### config.mk
export PLATFORM = sky130hd
export DESIGN_NAME = channel_addition_seq_flat
export DESIGN_NICKNAME = d
export VERILOG_FILES = /design/src/rtl/channel_addition_seq_if.sv /design/src/rtl/channel_addition_seq.sv /design/src/flat_wrapper.sv
export SDC_FILE = /design/constraint.sdc
export NUM_CORES = 1
export LEC_CHECK = 0
export BUFFER_PORTS_ARGS = -buffer_cell sky130_fd_sc_hd__buf_2
export CORE_ASPECT_RATIO = 0.6
export CORE_MARGIN = 2
export CORE_UTILIZATION = 46
export DETAILED_ROUTE_END_ITERATION = 12
export PLACE_DENSITY = 0.65
export SLEW_MARGIN = 40
export SYNTH_ARGS = -nofsm -noshare
export SYNTH_HDL_FRONTEND = slang
export SYNTH_SLANG_ARGS = --single-unit
export TNS_END_PERCENT = 10
### constraint.sdc
create_clock -name clk -period 7.83 [get_ports clk]
set_clock_uncertainty 0.2 [all_clocks]
set_input_delay 1.1745 -clock clk [delete_from_list [all_inputs] [get_ports clk]]
set_output_delay 1.1745 -clock clk [all_outputs]
set_load 0.01 [all_outputs]
### src/rtl/channel_addition_seq_if.sv
// Handshake bundle between the layer controller/core side and the channel-addition sequencer.
// master = sequencer view, slave = controller/core/SRAM view.
interface channel_addition_seq_if #(
    parameter int ADDR_WIDTH    = 16,
    parameter int GRP_CNT_WIDTH = 10
);
    logic                     clk_en;
    logic                     start;
    logic                     quant_mode_cfg;
    logic [GRP_CNT_WIDTH-1:0] num_groups;
    logic [ADDR_WIDTH-1:0]    base_addr;
    logic                     infms_data_vld;

    logic                     sram_rd_en;
    logic [ADDR_WIDTH-1:0]    sram_rd_addr;
    logic                     sram_data_vld;
    logic                     sram_change_vld;
    logic                     chn_add_en;
    logic                     quant_mode;
    logic                     busy;
    logic                     done;
    logic                     err;

    modport master (
        input  clk_en, start, quant_mode_cfg, num_groups, base_addr, infms_data_vld,
        output sram_rd_en, sram_rd_addr, sram_data_vld, sram_change_vld, chn_add_en,
               quant_mode, busy, done, err
    );

    modport slave (
        output clk_en, start, quant_mode_cfg, num_groups, base_addr, infms_data_vld,
        input  sram_rd_en, sram_rd_addr, sram_data_vld, sram_change_vld, chn_add_en,
               quant_mode, busy, done, err
    );
endinterface

### src/rtl/channel_addition_seq.sv
// Sequencer feeding channel_addition_core from a single-port feature-map SRAM:
// banked reads, data/change/add strobes, and per-group handshake with the core.
module channel_addition_seq #(
    parameter int ADDR_WIDTH     = 16,
    parameter int GRP_CNT_WIDTH  = 10,
    parameter int BANK_BEATS     = 4,
    parameter int GRP_BEATS_INT4 = 64,
    parameter int GRP_BEATS_INT8 = 128,
    parameter int TIMEOUT_CYCLES = 1024
) (
    input  logic                  clk,
    input  logic                  rst_n,
    channel_addition_seq_if.master bus
);
    localparam int BANKS_INT4 = GRP_BEATS_INT4 / BANK_BEATS;
    localparam int BANKS_INT8 = GRP_BEATS_INT8 / BANK_BEATS;
    localparam int BANKS_MAX  = (BANKS_INT8 > BANKS_INT4) ? BANKS_INT8 : BANKS_INT4;
    localparam int BANK_W     = $clog2(BANKS_MAX > 1 ? BANKS_MAX : 2);
    localparam int BEAT_W     = $clog2(BANK_BEATS > 1 ? BANK_BEATS : 2);
    localparam int TMO_W      = $clog2(TIMEOUT_CYCLES + 1);

    typedef enum logic [2:0] {
        S_IDLE,
        S_ISSUE,
        S_DRAIN,
        S_GAP,
        S_CHANGE,
        S_WAIT_CORE,
        S_SETTLE
    } state_t;

    state_t                   state_q, state_d;
    logic [BEAT_W-1:0]        beat_q, beat_d;
    logic [BANK_W-1:0]        bank_q, bank_d;
    logic [GRP_CNT_WIDTH-1:0] grp_left_q, grp_left_d;
    logic [TMO_W-1:0]         tmo_q, tmo_d;
    logic                     settle_q, settle_d;
    logic                     after_wait_q, after_wait_d;
    logic [ADDR_WIDTH-1:0]    addr_q, addr_d;
    logic                     quant_q, quant_d;
    logic                     busy_q, busy_d;
    logic                     err_q, err_d;
    logic                     rd_en_q, rd_en_d;
    logic [ADDR_WIDTH-1:0]    rd_addr_q, rd_addr_d;
    logic                     data_vld_q, data_vld_d;
    logic                     change_q, change_d;
    logic                     chn_q, chn_d;
    logic                     first_q, first_d;
    logic                     done_q, done_d;

    logic                     issue_bank;
    logic [BANK_W-1:0]        last_bank;

    assign last_bank = quant_q ? BANK_W'(BANKS_INT8 - 1) : BANK_W'(BANKS_INT4 - 1);

    always_comb begin
        state_d      = state_q;
        beat_d       = beat_q;
        bank_d       = bank_q;
        grp_left_d   = grp_left_q;
        tmo_d        = tmo_q;
        settle_d     = settle_q;
        after_wait_d = after_wait_q;
        addr_d       = addr_q;
        quant_d      = quant_q;
        busy_d       = busy_q;
        err_d        = err_q;
        rd_addr_d    = rd_addr_q;
        rd_en_d      = 1'b0;
        change_d     = 1'b0;
        done_d       = 1'b0;
        first_d      = 1'b0;
        issue_bank   = 1'b0;
        data_vld_d   = rd_en_q;
        // first_q marks the read beat whose data opens a new channel group
        chn_d        = rd_en_q & first_q;

        case (state_q)
            S_IDLE: begin
                if (bus.start) begin
                    quant_d = bus.quant_mode_cfg;
                    err_d   = 1'b0;
                    if (bus.num_groups != '0) begin
                        busy_d     = 1'b1;
                        grp_left_d = bus.num_groups;
                        bank_d     = '0;
                        addr_d     = bus.base_addr;
                        first_d    = 1'b1;
                        issue_bank = 1'b1;
                    end else begin
                        done_d = 1'b1;
                    end
                end
            end
            S_ISSUE: begin
                if (beat_q == BEAT_W'(BANK_BEATS - 1)) begin
                    state_d = S_DRAIN;
                end else begin
                    beat_d    = beat_q + BEAT_W'(1);
                    rd_en_d   = 1'b1;
                    rd_addr_d = addr_q;
                    addr_d    = addr_q + ADDR_WIDTH'(1);
                end
            end
            S_DRAIN: state_d = S_GAP;
            S_GAP: begin
                state_d  = S_CHANGE;
                change_d = 1'b1;
            end
            S_CHANGE: begin
                if (bank_q == last_bank) begin
                    state_d = S_WAIT_CORE;
                    tmo_d   = '0;
                end else begin
                    bank_d       = bank_q + BANK_W'(1);
                    state_d      = S_SETTLE;
                    settle_d     = 1'b0;
                    after_wait_d = 1'b0;
                end
            end
            S_WAIT_CORE: begin
                if (bus.infms_data_vld) begin
                    state_d      = S_SETTLE;
                    settle_d     = 1'b0;
                    after_wait_d = 1'b1;
                    grp_left_d   = grp_left_q - GRP_CNT_WIDTH'(1);
                    bank_d       = '0;
                end else if (tmo_q == TMO_W'(TIMEOUT_CYCLES - 1)) begin
                    // core never answered: abandon the remaining groups
                    state_d = S_IDLE;
                    err_d   = 1'b1;
                    done_d  = 1'b1;
                    busy_d  = 1'b0;
                end else begin
                    tmo_d = tmo_q + TMO_W'(1);
                end
            end
            S_SETTLE: begin
                if (!settle_q) begin
                    settle_d = 1'b1;
                end else if (after_wait_q && (grp_left_q == '0)) begin
                    state_d = S_IDLE;
                    done_d  = 1'b1;
                    busy_d  = 1'b0;
                end else begin
                    first_d    = after_wait_q;
                    issue_bank = 1'b1;
                end
            end
            default: state_d = S_IDLE;
        endcase

        if (issue_bank) begin
            state_d   = S_ISSUE;
            beat_d    = '0;
            rd_en_d   = 1'b1;
            rd_addr_d = addr_d;
            addr_d    = addr_d + ADDR_WIDTH'(1);
        end
    end

    always_ff @(posedge clk) begin
        if (!rst_n) begin
            state_q      <= S_IDLE;
            beat_q       <= '0;
            bank_q       <= '0;
            grp_left_q   <= '0;
            tmo_q        <= '0;
            settle_q     <= 1'b0;
            after_wait_q <= 1'b0;
            addr_q       <= '0;
            quant_q      <= 1'b0;
            busy_q       <= 1'b0;
            err_q        <= 1'b0;
            rd_en_q      <= 1'b0;
            rd_addr_q    <= '0;
            data_vld_q   <= 1'b0;
            change_q     <= 1'b0;
            chn_q        <= 1'b0;
            first_q      <= 1'b0;
            done_q       <= 1'b0;
        end else if (bus.clk_en) begin
            state_q      <= state_d;
            beat_q       <= beat_d;
            bank_q       <= bank_d;
            grp_left_q   <= grp_left_d;
            tmo_q        <= tmo_d;
            settle_q     <= settle_d;
            after_wait_q <= after_wait_d;
            addr_q       <= addr_d;
            quant_q      <= quant_d;
            busy_q       <= busy_d;
            err_q        <= err_d;
            rd_en_q      <= rd_en_d;
            rd_addr_q    <= rd_addr_d;
            data_vld_q   <= data_vld_d;
            change_q     <= change_d;
            chn_q        <= chn_d;
            first_q      <= first_d;
            done_q       <= done_d;
        end
    end

    assign bus.sram_rd_en      = rd_en_q;
    assign bus.sram_rd_addr    = rd_addr_q;
    assign bus.sram_data_vld   = data_vld_q;
    assign bus.sram_change_vld = change_q;
    assign bus.chn_add_en      = chn_q;
    assign bus.quant_mode      = quant_q;
    assign bus.busy            = busy_q;
    assign bus.done            = done_q;
    assign bus.err             = err_q;
endmodule

### src/flat_wrapper.sv
// flat-port wrapper written by rule: the top's interface ports become plain ports
module channel_addition_seq_flat 
#(
    parameter int ADDR_WIDTH     = 16,
    parameter int GRP_CNT_WIDTH  = 10,
    parameter int BANK_BEATS     = 4,
    parameter int GRP_BEATS_INT4 = 64,
    parameter int GRP_BEATS_INT8 = 128,
    parameter int TIMEOUT_CYCLES = 1024
)
  (clk, rst_n, bus_clk_en, bus_start, bus_quant_mode_cfg, bus_num_groups, bus_base_addr, bus_infms_data_vld, bus_sram_rd_en, bus_sram_rd_addr, bus_sram_data_vld, bus_sram_change_vld, bus_chn_add_en, bus_quant_mode, bus_busy, bus_done, bus_err);
  channel_addition_seq_if #(.ADDR_WIDTH(ADDR_WIDTH), .GRP_CNT_WIDTH(GRP_CNT_WIDTH)) bus_i ();
  input  logic clk;
  input  logic rst_n;
  input wire logic [$bits(bus_i.clk_en)-1:0] bus_clk_en;
  input wire logic [$bits(bus_i.start)-1:0] bus_start;
  input wire logic [$bits(bus_i.quant_mode_cfg)-1:0] bus_quant_mode_cfg;
  input wire logic [$bits(bus_i.num_groups)-1:0] bus_num_groups;
  input wire logic [$bits(bus_i.base_addr)-1:0] bus_base_addr;
  input wire logic [$bits(bus_i.infms_data_vld)-1:0] bus_infms_data_vld;
  output wire logic [$bits(bus_i.sram_rd_en)-1:0] bus_sram_rd_en;
  output wire logic [$bits(bus_i.sram_rd_addr)-1:0] bus_sram_rd_addr;
  output wire logic [$bits(bus_i.sram_data_vld)-1:0] bus_sram_data_vld;
  output wire logic [$bits(bus_i.sram_change_vld)-1:0] bus_sram_change_vld;
  output wire logic [$bits(bus_i.chn_add_en)-1:0] bus_chn_add_en;
  output wire logic [$bits(bus_i.quant_mode)-1:0] bus_quant_mode;
  output wire logic [$bits(bus_i.busy)-1:0] bus_busy;
  output wire logic [$bits(bus_i.done)-1:0] bus_done;
  output wire logic [$bits(bus_i.err)-1:0] bus_err;
  assign bus_i.clk_en = bus_clk_en;
  assign bus_i.start = bus_start;
  assign bus_i.quant_mode_cfg = bus_quant_mode_cfg;
  assign bus_i.num_groups = bus_num_groups;
  assign bus_i.base_addr = bus_base_addr;
  assign bus_i.infms_data_vld = bus_infms_data_vld;
  assign bus_sram_rd_en = bus_i.sram_rd_en;
  assign bus_sram_rd_addr = bus_i.sram_rd_addr;
  assign bus_sram_data_vld = bus_i.sram_data_vld;
  assign bus_sram_change_vld = bus_i.sram_change_vld;
  assign bus_chn_add_en = bus_i.chn_add_en;
  assign bus_quant_mode = bus_i.quant_mode;
  assign bus_busy = bus_i.busy;
  assign bus_done = bus_i.done;
  assign bus_err = bus_i.err;
  channel_addition_seq #(.ADDR_WIDTH(ADDR_WIDTH), .GRP_CNT_WIDTH(GRP_CNT_WIDTH), .BANK_BEATS(BANK_BEATS), .GRP_BEATS_INT4(GRP_BEATS_INT4), .GRP_BEATS_INT8(GRP_BEATS_INT8), .TIMEOUT_CYCLES(TIMEOUT_CYCLES)) u_core (.clk(clk), .rst_n(rst_n), .bus(bus_i));
endmodule
==> impl_metrics.tcl, run 1 <==
set metrics [dict create \
    layout-drive-gt1-share_pct 17.23 \
    insertedDiodeCount 0 \
    fill_cells 964 \
    drc 0 \
    reg2reg_depth 7 \
    setup_violations 0 \
    synth-seq-cells 74 \
    regToRegEndpoint "u_core.addr_q[11]" \
    clk_latency_ns 0.35 \
    ir_drop_v 0.0001048 \
    postCtsSetupBuffers 0 \
    gp_congestion 0.9094 \
    synth_mux_area_share_pct 2.493 \
    drv_cap 0 \
    min_period_ns 4.129 \
    drt_first_pass_iters 5 \
    slew_viol_final 0 \
    path_max_fanout 10 \
    syn-num-nets 657 \
    die_w_um 134.7 \
    ys.flop_type "dfxtp_1" \
    critical_path_required_ns 7.90 \
    routed_wl_um 13950 \
    dr.first_iter.drc_count 491 \
    dpl-instance-area_um2 4992 \
    crit_family "simple AND/OR/NAND/NOR gates" \
    holdPathEnd "u_core.tmo_q[10]" \
    clock-root-buffer "clkbuf_16" \
    grtUsageTotal_pct 25.35 \
    ys_warn_count 0 \
    finish.utilization_pct 53.32 \
    ctsResizeCount 0 \
    outcome "completed" \
    grt_pass1_wl_um 21840 \
    synth_top_family_by_area "simple AND/OR/NAND/NOR gates" \
    critPathCaptureType "flip-flop" \
    final_area_um2 5286 \
    post-route-period-util_pct 52.73 \
    ioPinCount 56 \
    arrival_ns 4.20 \
    clock_sinks 74 \
    syn_avg_cell_area_um2 7.633 \
    hold_viol_final 0 \
    cts-htree-levels 3 \
    grt_max_degree 34 \
    routedWlPerCell_um 17.77 \
    core_area_um2 9915 \
    synth-simple-area-share_pct 31.54 \
    synthArstFlopShare_pct 0 \
    min_from "u_core.tmo_q[10]" \
    start_util_pct 47.58 \
    synth_edf_count 0 \
    hpwl_um 9855 \
    fin_tns_setup_ns 0 \
    nets 685 \
    grt_antenna_before_repair 0 \
    yosysSeqAreaShare_pct 31.41 \
    r2r_setup_slack_ns 4.13 \
    synth_cells 618 \
    hold_path.class "reg2reg" \
    maxSlewHeadroom_pct 41.99 \
    cts_buffer_depth 2 \
    grt_pass1_vias 4230 \
    worst_pin_slew_ns 0.8636 \
    globalRouteOverflowTotal 0 \
    p_total_uw 991.4 \
    netlist_area_um2 4717 \
    crit_path_start_kind "primary input" \
    fin_hold_ws_ns 0.2315 \
    hold_depth 2 \
    cts_tree "built" \
    ant_nets 0 \
    cp_cell_sequence "buf_2 -> or4_1 -> o31ai_4 -> a311o_2 -> ha_1 -> nand2_1 -> nor4b_4 -> a21oi_1 -> nand3b_1 -> a21oi_1" \
    clk_pin_slew_ns 0.06 \
    num_rows 28 \
    hold_buffers 0 \
    multi_input_area_um2 3007 \
    via_count 4830 \
    die_h_um 82.44 \
    fmax_mhz 242.2 \
    synth_xor_area_share_pct 3.156 \
    rsz0062_at_grt "false" \
    area_growth_pct 12.07 \
    synth_compound_area_share_pct 24.35 \
    max_stage_delay_ns 0.68 \
    crit_buf_inv 1 \
    leakagePower_nw 1.998 \
    die_area_um2 11110 \
    ff_latch_area_um2 1481 \
    numCtsBuffers 9 \
    r2r-start "u_core.state_q[0]" \
    crit_type "in2reg" \
    via_per_inst 6.153 \
    power_density_nw_per_um2 187.5 \
    crit_start "bus_num_groups[7]" \
    crit_slowest_cell "or4_1" \
    critPathMostFrequentCell "a21oi_1" \
    synthAdderAreaFrac_pct 1.857 \
    synth.distinct_cells 81 \
    io_buffers 55 \
]
==> kinds of logic after synthesis <==
logic type	after synthesis
AO/OA/AOI/OAI	170
XOR/XNOR	17
adder cells (fa/ha/maj)	7
buffers and inverters	52
flip-flops	74
multiplexers	11
AND/OR/NAND/NOR	287
==> area by class of cell <==
cell class                 instances  area share, %
tap                              135          3.195
inverter                          10         0.7101
clock buffer                      12          4.663
sequential                        74          28.02
multi-input combinational        492          56.88
clock inverter                     3         0.7574
timing repair buffer              59          5.775
==> per-stage QoR <==
stage,worst slack (ns),std cells
finish,3.701,785
global route,3.567,785
CTS,3.768,785
detailed placement,3.402,770
global placement,3.471,770
floorplan,4.053,618
==> tightest hold or removal path: cells and delay by family (launching register included) <==
family	cells	cell delay (ns)
simple gates	1	0.05
compound gates	1	0.03
flops	1	0.30
==> cells in the final DEF, fill, tap and decap left out, drive strengths merged, types with 7 or more instances in the layout <==
cell    synthesis  routed
nor2           92      92
dfxtp          74      74
a21oi          60      60
buf            10      59
nand2          53      53
o21ai          32      32
nand3          28      28
nor3           21      21
nand4          16      16
a31oi          13      13
a211oi         13      13
clkbuf         32      12
xnor2          10      10
inv             9       9
mux2i           8       8
and3            8       8
nor2b           7       7
xor2            7       7
or2             7       7
or3             7       7
ha              7       7
nor4            7       7
==> registers in the layout (all words and copies together), names as in the netlist, 2 cells and up <==
signal / cells
u_core.addr_q: 16
u_core.bank_q: 5
u_core.beat_q: 2
u_core.bus.sram_rd_addr: 16
u_core.grp_left_q: 10
u_core.state_q: 3
u_core.tmo_q: 11
==> Yosys cell counts, drive strengths merged (3+ instances only) <==
library cell   n  area (um^2)
o21ai         32        163.9
o31a           4        36.29
nor2          92        345.3
o31ai          3        36.28
and4           3        26.28
nand3         28        145.1
nand2b         6        37.54
a211o          3        27.53
or2            7        43.79
dfxtp         74         1481
buf           10        67.56
a31oi         13        81.33
nand2         53        206.5
o21bai         4        30.03
o211ai         3        22.52
a211oi        13        110.1
a311o          4        41.29
and3           8        53.80
xnor2         10        87.58
o221a          5        56.30
inv            9        33.78
ha             7        87.58
a21oi         60        304.0
o2bb2ai        3        26.28
nand4         16        100.1
nor3b          5        42.54
or3            7        43.79
xor2           7        61.31
nor4           7        43.79
o22ai          4        31.28
mux2i          8        80.08
clkbuf        32        140.1
nor2b          7        43.79
and2           6        37.54
nand4b         3        26.28
nor3          21        105.1
mux2           3        37.53
nor4b          5        80.08
or4            6        45.04
==> metal layers <==
layer	GRT usage (%)	up-vias	wire length (um)
li1	-	2327	-
met1	37.31	2239	6870
met2	36.24	242	5525
met3	6.288	22	1385
met4	7.474	0	170
met5	0	-	0
==> power breakdown <==
group,total (mW),internal [mW],leakage [nW],switching (mW)
clock network,0.415,0.253,0.142,0.162
registers,0.414,0.393,0.602,0.0210
logic,0.162,0.0610,1.25,0.101
==> how the worst max path moves through the flow <==
| stage | endpoint | slack (ns) | depth (start not counted) |
|---|---|---|---|
| after detailed placement | u_core.addr_q[14] | 3.40 | 10 |
| after global placement | u_core.addr_q[11] | 3.47 | 8 |
| after global routing | u_core.addr_q[14] | 3.57 | 10 |
| final | u_core.addr_q[14] | 3.70 | 10 |
| after CTS | u_core.addr_q[14] | 3.77 | 10 |
| after floorplan | u_core.addr_q[14] | 4.05 | 10 |
No activity file was read; power rests on OpenSTA's default activity.
==> run 2: changes to the inputs <==
==> constraint.sdc (replaced) <==
create_clock -name clk -period 4.2 [get_ports clk]
set_clock_uncertainty 0.2 [all_clocks]
set_input_delay 0.63 -clock clk [delete_from_list [all_inputs] [get_ports clk]]
set_output_delay 0.63 -clock clk [all_outputs]
set_load 0.01 [all_outputs]
==> run 2 against run 1 <==
Effect of this change:
- via count about the same
- critical path type unchanged
- sequential cell count unchanged
- wire length down 3.0%
- global-route usage down 0.37 points
- worst hold slack better by 0.00060 ns
- non-clock buffer count up 10
- largest cell class unchanged
==> impl_metrics.tcl, run 2 (synthesized netlist as in run 1, its figures left out) <==
set metrics [dict create \
    crit_family "simple AND/OR/NAND/NOR gates" \
    ctsResizeCount 0 \
    clk_pin_slew_ns 0.06 \
    clk_latency_ns 0.34 \
    grtUsageTotal_pct 24.98 \
    arrival_ns 3.53 \
    grt_max_degree 37 \
    die_area_um2 11110 \
    final_cell_mix "nor2_1, dfxtp_1, a21oi_1, buf_2, nand2_1" \
    io_buffers 55 \
    ioPinCount 56 \
    setup_ws_ns 0.7354 \
    fmax_mhz 288.6 \
    area_growth_pct 14.85 \
    insertedDiodeCount 0 \
    cts_buffer_depth 2 \
    path_max_fanout 7 \
    maxSlewHeadroom_pct 44.93 \
    holdPathEnd "u_core.tmo_q[10]" \
    pre_cts_ws_ns 0.4362 \
    fin_cells 796 \
    ant_nets 0 \
    postCtsSetupBuffers 0 \
    r2r-start "u_core.state_q[2]" \
    numCtsBuffers 9 \
    via_per_inst 6.064 \
    num_rows 28 \
    die_w_um 134.7 \
    start_util_pct 47.58 \
    layout-drive-gt1-share_pct 18.91 \
    finish.utilization_pct 54.64 \
    regToRegEndpoint "u_core.addr_q[11]" \
    grt_use_met3_pct 5.433 \
    drc 0 \
    dpl-instance-area_um2 5072 \
    die_h_um 82.44 \
    met2_usage_pct 35.94 \
    grt_pass1_vias 4284 \
    core_area_um2 9915 \
    drv_cap 0 \
    via_count 4827 \
    fin_tns_setup_ns 0 \
    dr.first_iter.drc_count 613 \
    critical_path_required_ns 4.27 \
    routed_wl_um 13530 \
    drt_first_pass_iters 6 \
    cts-htree-levels 3 \
    cp_cell_sequence "buf_2 -> or4_1 -> o31ai_4 -> a311o_2 -> ha_1 -> nand2_1 -> nor4b_4 -> a21oi_1 -> nand3b_1 -> a21oi_1" \
    r2r_setup_slack_ns 0.78 \
    crit_buf_inv 1 \
    crit_slowest_cell "or4_1" \
    setup_violations 0 \
    globalRouteOverflowTotal 0 \
    critPathMostFrequentCell "a21oi_1" \
    hold_viol_final 0 \
    min_period_ns 3.465 \
    crit_type "in2reg" \
    p_total_mw 1.945 \
    critPathCaptureType "flip-flop" \
    slew_viol_final 0 \
    rsz0062_at_grt "false" \
    gp_congestion 0.9065 \
    grt_busiest_layer "met1" \
    clock-root-buffer "clkbuf_16" \
    fill_cells 957 \
    min_from "u_core.tmo_q[10]" \
    routedWlPerCell_um 17.00 \
    met1_usage_pct 37.50 \
    dp_cells 780 \
    max_stage_delay_ns 0.69 \
    grt_antenna_before_repair 0 \
    hold_path.class "reg2reg" \
    cts_tree "built" \
    grt_pass1_wl_um 21690 \
    worst_pin_slew_ns 0.8053 \
    crit_path_start_kind "primary input" \
    hpwl_um 10050 \
    fin_hold_ws_ns 0.2321 \
    post-route-period-util_pct 82.49 \
    reg2reg_depth 8 \
    final_area_um2 5418 \
    hold_buffers 0 \
    outcome "completed" \
    leakagePower_nw 2.073 \
    power_density_nw_per_um2 359.0 \
    hold_depth 2 \
    clock_sinks 74 \
    nets 695 \
    ir_drop_v 0.0001985 \
    final_common_cell "nor2_1" \
]
==> run 2: worst register-to-register path, delay by kind of cell (launching register included) <==
family	cells	cell delay (ns)
AO/OA/AOI/OAI	5	1.54
flip-flops	1	0.60
AND/OR/NAND/NOR	3	0.95
==> run 2: layout make-up <==
class / instances / area (um^2) / area share [%]
multi-input cells: 492 / 3010 / 55.57
flip-flops and latches: 74 / 1481 / 27.34
repair buffers: 69 / 380.4 / 7.021
clock buffers: 12 / 266.5 / 4.919
well taps: 135 / 168.9 / 3.118
clock inverters: 4 / 72.57 / 1.339
inverters: 10 / 37.54 / 0.6928
==> run 2: worst max-delay path by stage <==
stage	start	endpoint	slack [ns]	depth (start not counted)
final	bus_num_groups[7]	u_core.addr_q[14]	0.74	10
after global routing	bus_num_groups[7]	u_core.addr_q[14]	0.58	10
after CTS	bus_num_groups[7]	u_core.addr_q[14]	0.79	10
after detailed placement	bus_num_groups[7]	u_core.addr_q[14]	0.44	10
after global placement	bus_num_groups[7]	u_core.addr_q[14]	0.50	10
after floorplan	bus_num_groups[7]	u_core.addr_q[14]	0.97	10
==> run 2: power by group <==
group | total (mW) | internal, mW | switching (mW)
combinational | 0.309 | 0.119 | 0.190
clock | 0.869 | 0.568 | 0.301
sequential | 0.768 | 0.733 | 0.0348
==> run 2: layer usage <==
layer	part of all wire (%)	up-vias
met2	40	208
li1	-	2342
met3	10	15
met5	0	-
met4	1.0	0
met1	49	2262
